[config.mk]
export PLATFORM = sky130hd
export DESIGN_NAME = fp_mul_pipe
export DESIGN_NICKNAME = d
export VERILOG_FILES = /design/src/rtl/fp_mul_pipe.sv
export SDC_FILE = /design/constraint.sdc
export NUM_CORES = 2
export LEC_CHECK = 0
export BUFFER_PORTS_ARGS = -buffer_cell sky130_fd_sc_hd__buf_4
export CAP_MARGIN = 10
export CORE_MARGIN = 2
export CORE_UTILIZATION = 60
export CTS_BUF_LIST = sky130_fd_sc_hd__clkbuf_2 sky130_fd_sc_hd__clkbuf_4 sky130_fd_sc_hd__clkbuf_8
export CTS_CLUSTER_DIAMETER = 30
export DETAILED_ROUTE_END_ITERATION = 16
export PLACE_DENSITY_LB_ADDON = 0.1
export SLEW_MARGIN = 20
export SYNTH_ARGS = -nofsm -noshare
export SYNTH_HDL_FRONTEND = slang
export SYNTH_SLANG_ARGS = --single-unit
export TNS_END_PERCENT = 100
[constraint.sdc]
create_clock -name clk -period 17.7 [get_ports clk]
set_input_delay 0.885 -clock clk [delete_from_list [all_inputs] [get_ports clk]]
set_output_delay 0.885 -clock clk [all_outputs]
set_load 0.05 [all_outputs]
[src/rtl/fp_mul_pipe.sv]
// rtl/fp_mul_pipe.sv - 3-stage pipelined IEEE-754 multiplier (binary32/binary64)
//
// Optional build macro: FP_MUL_STICKY_FLAGS_EN enables the sticky flag register.
//
// Ports:
//   clk, rst_n          clock, asynchronous active-low reset
//   in_valid/in_ready   operand handshake; in_ready drops only while the output is stalled
//   A, B, in_tag        operands and sideband tag
//   out_valid/out_ready result handshake
//   Result, out_tag     product and the tag that entered with it
//   flags               {invalid, overflow, underflow, inexact} for Result
//   clr_flags           clears flags_sticky (sticky build only)
//   flags_sticky        OR of flags over all delivered results (0 when sticky build is off)
module fp_mul_pipe #(
    parameter int N     = 32,
    parameter int TAG_W = 4
) (
    input  logic             clk,
    input  logic             rst_n,
    input  logic             in_valid,
    output logic             in_ready,
    input  logic [N-1:0]     A,
    input  logic [N-1:0]     B,
    input  logic [TAG_W-1:0] in_tag,
    output logic             out_valid,
    input  logic             out_ready,
    output logic [N-1:0]     Result,
    output logic [TAG_W-1:0] out_tag,
    output logic [3:0]       flags,
    input  logic             clr_flags,
    output logic [3:0]       flags_sticky
);

    localparam int M  = (N == 64) ? 52 : 23;
    localparam int E  = (N == 64) ? 11 : 8;
    localparam int P  = 2 * M + 2;
    localparam int XW = E + 2;
    localparam logic signed [XW-1:0] BIAS    = XW'((1 << (E - 1)) - 1);
    localparam logic signed [XW-1:0] EXP_MAX = XW'((1 << E) - 1);
    localparam logic [N-1:0] QNAN = {1'b0, {E{1'b1}}, 1'b1, {(M-1){1'b0}}};

    // Special-case class decided in S1 and carried down the pipe
    typedef enum logic [2:0] {
        CLS_NORM,
        CLS_QNAN,
        CLS_INVALID,
        CLS_INF,
        CLS_ZERO
    } cls_t;

    logic stall;
    logic advance;

    assign stall    = out_valid & ~out_ready;
    assign advance  = ~stall;
    assign in_ready = ~stall;

    // ---------------- S1: unpack / classify ----------------
    logic [E-1:0] ea, eb;
    logic [M-1:0] fa, fb;
    logic         a_zero, b_zero, a_inf, b_inf, a_nan, b_nan;
    cls_t         cls_in;

    assign ea = A[N-2:M];
    assign eb = B[N-2:M];
    assign fa = A[M-1:0];
    assign fb = B[M-1:0];

    // exp==0 covers both true zeros and subnormals, which are flushed to zero
    assign a_zero = (ea == '0);
    assign b_zero = (eb == '0);
    assign a_inf  = (ea == '1) && (fa == '0);
    assign b_inf  = (eb == '1) && (fb == '0);
    assign a_nan  = (ea == '1) && (fa != '0);
    assign b_nan  = (eb == '1) && (fb != '0);

    always_comb begin
        cls_in = CLS_NORM;
        if (a_nan || b_nan)
            cls_in = CLS_QNAN;
        else if ((a_inf && b_zero) || (b_inf && a_zero))
            cls_in = CLS_INVALID;
        else if (a_inf || b_inf)
            cls_in = CLS_INF;
        else if (a_zero || b_zero)
            cls_in = CLS_ZERO;
    end

    logic             s1_valid, s1_sign;
    cls_t             s1_cls;
    logic [E-1:0]     s1_ea, s1_eb;
    logic [M:0]       s1_ma, s1_mb;
    logic [TAG_W-1:0] s1_tag;

    always_ff @(posedge clk or negedge rst_n) begin
        if (!rst_n) begin
            s1_valid <= 1'b0;
            s1_sign  <= 1'b0;
            s1_cls   <= CLS_NORM;
            s1_ea    <= '0;
            s1_eb    <= '0;
            s1_ma    <= '0;
            s1_mb    <= '0;
            s1_tag   <= '0;
        end else if (advance) begin
            s1_valid <= in_valid;
            s1_sign  <= A[N-1] ^ B[N-1];
            s1_cls   <= cls_in;
            s1_ea    <= ea;
            s1_eb    <= eb;
            s1_ma    <= {1'b1, fa};
            s1_mb    <= {1'b1, fb};
            s1_tag   <= in_tag;
        end
    end

    // ---------------- S2: significand multiply ----------------
    logic                  s2_valid, s2_sign;
    cls_t                  s2_cls;
    logic [P-1:0]          s2_prod;
    logic signed [XW-1:0]  s2_exp;
    logic [TAG_W-1:0]      s2_tag;

    always_ff @(posedge clk or negedge rst_n) begin
        if (!rst_n) begin
            s2_valid <= 1'b0;
            s2_sign  <= 1'b0;
            s2_cls   <= CLS_NORM;
            s2_prod  <= '0;
            s2_exp   <= '0;
            s2_tag   <= '0;
        end else if (advance) begin
            s2_valid <= s1_valid;
            s2_sign  <= s1_sign;
            s2_cls   <= s1_cls;
            s2_prod  <= s1_ma * s1_mb;
            s2_exp   <= {2'b00, s1_ea} + {2'b00, s1_eb} - BIAS;
            s2_tag   <= s1_tag;
        end
    end

    // ---------------- S3: normalise / round / pack ----------------
    logic                 norm, guard, sticky, round_up, carry;
    logic [P-1:0]         shifted;
    logic [M-1:0]         mant;
    logic [M:0]           mant_r;
    logic signed [XW-1:0] exp_f;
    logic                 ovf, unf;
    logic [N-1:0]         res_n;
    logic [3:0]           fl_n;
    logic                 unused_hidden;

    // Product lies in [1,4); align so the hidden bit always sits at P-1
    assign norm          = s2_prod[P-1];
    assign shifted       = norm ? s2_prod : {s2_prod[P-2:0], 1'b0};
    assign unused_hidden = shifted[P-1];
    assign mant          = shifted[P-2:M+1];
    assign guard         = shifted[M];
    assign sticky        = |shifted[M-1:0];
    assign round_up      = guard & (sticky | mant[0]);
    assign mant_r        = {1'b0, mant} + (M+1)'(round_up);
    // Carry-out only happens from an all-ones fraction, so the fraction wraps to zero
    assign carry         = mant_r[M];
    assign exp_f         = s2_exp + XW'(norm) + XW'(carry);
    assign ovf           = (exp_f >= EXP_MAX);
    assign unf           = exp_f[XW-1] || (exp_f == '0);

    always_comb begin
        res_n = {s2_sign, exp_f[E-1:0], mant_r[M-1:0]};
        fl_n  = {3'b000, guard | sticky};
        case (s2_cls)
            CLS_QNAN: begin
                res_n = QNAN;
                fl_n  = 4'b0000;
            end
            CLS_INVALID: begin
                res_n = QNAN;
                fl_n  = 4'b1000;
            end
            CLS_INF: begin
                res_n = {s2_sign, {E{1'b1}}, {M{1'b0}}};
                fl_n  = 4'b0000;
            end
            CLS_ZERO: begin
                res_n = {s2_sign, {(N-1){1'b0}}};
                fl_n  = 4'b0000;
            end
            default: begin
                if (ovf) begin
                    res_n = {s2_sign, {E{1'b1}}, {M{1'b0}}};
                    fl_n  = 4'b0101;
                end else if (unf) begin
                    res_n = {s2_sign, {(N-1){1'b0}}};
                    fl_n  = 4'b0011;
                end
            end
        endcase
    end

    always_ff @(posedge clk or negedge rst_n) begin
        if (!rst_n) begin
            out_valid <= 1'b0;
            Result    <= '0;
            out_tag   <= '0;
            flags     <= '0;
        end else if (advance) begin
            out_valid <= s2_valid;
            // Bubbles leave the last delivered result on the bus
            if (s2_valid) begin
                Result  <= res_n;
                out_tag <= s2_tag;
                flags   <= fl_n;
            end
        end
    end

    // ---------------- sticky flags ----------------
`ifdef FP_MUL_STICKY_FLAGS_EN
    logic [3:0] hs_flags;

    assign hs_flags = (out_valid & out_ready) ? flags : 4'b0000;

    // A handshake in the clearing cycle survives the clear
    always_ff @(posedge clk or negedge rst_n) begin
        if (!rst_n)
            flags_sticky <= 4'b0000;
        else if (clr_flags)
            flags_sticky <= hs_flags;
        else
            flags_sticky <= flags_sticky | hs_flags;
    end
`else
    logic unused_clr;

    assign unused_clr   = clr_flags;
    assign flags_sticky = 4'b0000;
`endif

endmodule

---- After elaboration in Yosys (flattened, before gate mapping) ----
Cells that the tools add are included.
word-level totals
  register bits after elaboration ......... 181
  latch bits .............................. 0
  bits in writable memories ............... 0
  bits in read-only memories .............. 0
  input bits .............................. 73
  output and inout bits ................... 46
  memories ................................ 0
cells by class
  add/subtract/negate cells ............... 5
  multiply operators ...................... 1
  div/mod/pow operators ................... 0
  order comparisons ....................... 1
  eq/ne operators ......................... 6
  shift-type cells ........................ 0
  muxes and demuxes ....................... 11
  bitwise operators ....................... 7
  reduce and logical (&&, ||, !) cells .... 22
operators with widths
  cell                                                   number
  one-hot mux 32 bit (3 select lines)                    1
  2-to-1 mux 31 bit                                      2
  multiplier 24 x 24 -> 48 bit                           1
  2-to-1 mux 47 bit                                      1
  logical NOT 23 bit                                     2
  nonzero test 23 bit                                    2
  adder 23 x 1 -> 24 bit                                 1
  OR reduction 23 bit                                    1
  adder 10 x 1 -> 10 bit                                 2
  == test 8 bit (second input constant)                  2
  logical NOT 8 bit                                      2
  2-to-1 mux 3 bit                                       5
  >= comparator 10 x 9 -> 1 bit (second input constant)  1
  logical NOT 10 bit                                     1
  subtractor 9 x 7 -> 10 bit (second input constant)     1
  adder 8 x 8 -> 9 bit                                   1
  one-hot mux 4 bit (2 select lines)                     1
  == test 3 x 2 -> 1 bit (second input constant)         2
  logical AND 1 bit                                      6
  logical OR 1 bit                                       5
  == test 3 x 1 -> 1 bit (second input constant)         1
  == test 3 bit (second input constant)                  1
  OR reduction 3 bit                                     1
  bitwise AND 1 bit                                      2
  6 further kinds                                        8

---- Logic depth before layout (Yosys ltp) ----
  word-level depth ........................ 11
  gate-level depth with buffers ........... 27

---- Least setup slack after synthesis ----
OpenSTA, ideal clock, no wires.
  kind .................................... reg-to-reg
  from .................................... register s1_mb[3]
  to ...................................... register s2_prod[46]
  setup time .............................. 0.143 ns
  data arrival time ....................... 6.453 ns
  slack ................................... 11.105 ns
  cell stages (with the launch flop) ...... 28
  period minus slack after synthesis ...... 6.595 ns
  cells stage by stage .................... dfrtp_1 > clkbuf_1 > clkbuf_1 > nand2_1 > fa_1 > inv_1 > fa_1 > inv_1 > fa_1 > inv_1 > fa_1 > inv_1 > fa_1 > inv_1 > fa_1 > inv_1 > fa_1 > inv_1 > ha_1 > buf_6 > nand2_1 > o21a_1 > a21boi_0 > nor3b_1 > or3b_1 > o31a_1 > nor4_1 > a311oi_1
on the way
  word-level cells in the longest chain between the ends .. 1
ends and longest elaborated chain
  what                          line  text
  from (decl)                   92    logic [M:0] s1_ma, s1_mb;
  from (signal assigned)        112   s1_mb <= {1'b1, fb};
  multiplier 24 x 24 -> 48 bit  136   s2_prod <= s1_ma * s1_mb;
  to (signal assigned)          136
  to (decl)                     120   logic [P-1:0] s2_prod;
Every way passes these cells.
A chain may end at the register's enable or synchronous reset.

---- Final worst setup path ----
  from .................................... register s1_mb[2]
  to ...................................... register s2_prod[46]
Same word-level chain as after synthesis.

==> flow_metrics.py <==
metrics = {
    "clock_tree": {
        "post_cts_resized": 0,
        "cts_made_buffers": 17,
        "cts.path.max_buffers": 2,
        "post_cts_buffers": 0,
        "cts_root_buffer": "clkbuf_8",
        "clk_pin_slew_ns": 0.14,
        "cts_hold_buffers": 0,
        "htreeDepth": 4,
        "cts_num_sinks": 180,
        "cts_tree": "built",
        "clock_latency_ns": 0.58,
    },
    "synth": {
        "synthFlopType": "dfrtp_1",
        "synth.cell_area_um2": 27700,
        "yosys-top-cells-count": "nand2_1, inv_1, fa_1",
        "synth-seq-cells": 180,
        "async_reset_ff_share_pct": 100,
        "synth_edf_count": 0,
        "netlist_instances": 3131,
        "synth.largest_area_cell": "fa_1",
        "yosysMostFrequentCell": "nand2_1",
        "ys_top_cells_by_area": "fa_1, dfrtp_1, ha_1",
        "synth_cell_types": 83,
        "yosysSeqAreaShare_pct": 16.2,
        "synth_area_per_cell_um2": 8.86,
        "yosys_warnings": 0,
        "synth_top_area_share_pct": 34.9,
    },
    "setup_path": {
        "cp.arrival_ns": 7.97,
        "worstSetupStartpointType": "register",
        "path_max_fanout": 25,
        "cp_cell_sequence": "and2_1, fa_1, fa_1, inv_1, fa_1, inv_1, fa_1, inv_1, fa_1, inv_1, fa_1, inv_1, fa_1, inv_1, ha_1, nand2_1, o21a_1, a21boi_0, nor3b_1, or3b_1, o31a_1, nor4_1, a311oi_1",
        "cpMostUsedCell": "fa_1",
        "critPathBufInv": 6,
        "cp_top_family": "adder cells",
        "crit_type": "register to register",
        "end_kind": "register",
        "critical_path_required_ns": 18.17,
        "critPathMaxStageDelay_ns": 1.02,
        "worstReg2RegStart": "s1_mb[2]$_DFFE_PN0N_",
        "ff2ff_path_depth": 23,
        "cp_num_cells": 23,
        "crit_start": "s1_mb[2]$_DFFE_PN0N_",
        "critPathSlowestCell": "dfrtp_1",
    },
    "die": {
        "io_pins": 119,
        "die-width_um": 219,
        "core_region_area_um2": 45500,
        "start_util_pct": 61.0,
        "die_area_um2": 47900,
        "rows": 78,
        "die_h_um": 219,
    },
    "sta": {
        "tightest_slew_ns": 1.16,
        "rsz0062_at_grt": "false",
        "final_max_slew_viol_count": 0,
        "finalSetupViolations": 0,
        "fin_tns_setup_ns": 0,
        "min_period_over_period_pct": 42.4,
        "fmax_mhz": 133,
        "fin_worst_skew_ns": 0.0361,
        "max_slew_margin_pct": 23.0,
        "hold_viol": 0,
        "fin_crit_ns": 7.50,
    },
    "layout": {
        "final_nets": 3888,
        "finish.utilization_pct": 64.5,
        "syn_to_final_growth_pct": 5.75,
        "n_antenna_cell": 0,
        "drive_gt1_share_pct": 7.17,
    },
    "placed_design": {
        "dp.final_hpwl_mm": 52.3,
        "finalWeightedCongestion": 0.903,
        "portBuffers": 113,
    },
    "global_route": {
        "grt_overflow": 0,
        "grt_pass1_vias": 22500,
        "grt_usage_pct": 30.9,
        "antenna_found_initial": 1,
        "grt_max_degree": 118,
        "grt_pass1_wl_mm": 115,
    },
    "drt": {
        "drcViolationCount": 0,
        "drtIter0Drc": 1275,
        "vias": 21100,
        "drtAntennaViolNets": 0,
        "route.detailed.wl_per_inst_um": 18.4,
        "vias_per_cell": 5.62,
        "drt_pass1_iterations": 5,
        "wl_mm": 69.1,
    },
    "worst_hold_path": {
        "min_path_type": "input pin to asynchronous set/reset pin",
    },
    "flow_run": {
        "cap_violations": 0,
    },
    "run_status": {
        "status": "finished clean",
    },
}
state kept, by name, summed over array words and instances, names as in the netlist:
| register | flops |
|---|---|
| s2_exp | 10 |
| s2_sign | 1 |
| s1_mb | 23 |
| Result | 32 |
| out_tag | 4 |
| s1_eb | 8 |
| s2_tag | 4 |
| flags | 4 |
| s2_cls | 3 |
| s2_prod | 48 |
| s1_cls | 3 |
| s1_ea | 8 |
| s1_tag | 4 |
| s1_valid | 1 |
| s1_sign | 1 |
| s2_valid | 1 |
| s1_ma | 24 |
| out_valid | 1 |
layout make-up:
class                   count  area (um^2)
inverters                 570         2140
repair buffers            147         1110
clock buffers              18          241
fillers                  3883        16200
well taps                 600          751
flip-flops and latches    180         4510
multi-input cells        2223        20400
clock inverters            14          156
path summary, 6_finish.rpt:
path,to,slack (ns)
max,s2_prod[46]$_DFFE_PN0N_,10.20
min,s1_eb[7]$_DFFE_PN0N_,0.42
max reg2reg,s2_prod[46]$_DFFE_PN0N_,10.20
min reg2reg,s2_tag[0]$_DFFE_PN0N_,0.48
max in group asynchronous,s1_ma[2]$_DFFE_PN0N_,15.68
min in group clk,s2_tag[0]$_DFFE_PN0N_,0.48
kinds of logic (layout without fill, tap and decap cells):
logic type               Yosys count  in the layout  synth area share, %
flip-flops                       180            180                 16.2
multiplexers                      30             30                 1.11
AND/OR/NAND/NOR                 1156           1156                 19.7
AO/OA/AOI/OAI                    278            278                 6.64
adder cells (fa/ha/maj)          676            676                 43.6
other                              1              4               0.0135
buffers and inverters            731            749                 10.2
XOR/XNOR                          79             79                 2.50
stage by stage:
stage / instances / cell area, um^2 / worst slack, ns / hold WS, ns
2_1_floorplan: 3134 / 27700 / 11.10 / 0.432
3_3_place_gp: 3720 / 28900 / 10.34 / 0.447
3_5_place_dp: 3720 / 28900 / 10.27 / 0.455
4_1_cts: 3752 / 29300 / 10.26 / 0.429
5_1_grt: 3752 / 29300 / 9.84 / 0.484
6_report: 3752 / 29300 / 10.20 / 0.420
layout by cell type, fill, tap and decap left out, types with 8 or more instances in the layout:
cell      instances
a21o_1           16
a21oi_1          90
a221o_1           8
a22o_1           20
a31oi_1           8
and2_1          294
buf_4           146
clkbuf_8         18
dfrtp_1         176
fa_1            484
ha_1            192
inv_1           569
mux2i_1          23
nand2_1         634
nand3_1          34
nand4_1          18
nor2_1           91
nor2b_1           8
nor3_1           14
nor4_1           20
o21ai_0          50
o21bai_1         15
xnor2_1          46
xor2_1           33
metal layers:
metal | wire (um) | vias to the layer above | global-route usage (%) | share of wire [%]
met5 | 0 | - | 0 | 0
met4 | 2570 | 0 | 12.3 | 3.7
met3 | 4490 | 158 | 5.23 | 6.5
met2 | 34300 | 712 | 52.8 | 50
met1 | 27700 | 10700 | 39.3 | 40
li1 | - | 9519 | - | -
worst register-to-register path, cell delays in order, from the launching register on:
cell and delay (ns):
dfrtp_1 1.02, and2_1 0.27, fa_1 0.44, fa_1 0.59
inv_1 0.07, fa_1 0.54, inv_1 0.06, fa_1 0.50
inv_1 0.06, fa_1 0.54, inv_1 0.06, fa_1 0.48
inv_1 0.06, fa_1 0.49, inv_1 0.05, ha_1 0.41
nand2_1 0.14, o21a_1 0.20, a21boi_0 0.21, nor3b_1 0.11
or3b_1 0.44, o31a_1 0.33, nor4_1 0.25, a311oi_1 0.08
Power is left out: the tool's default activity adds up to more than one toggle a clock period on the data nets, which glitch-free logic cannot reach.
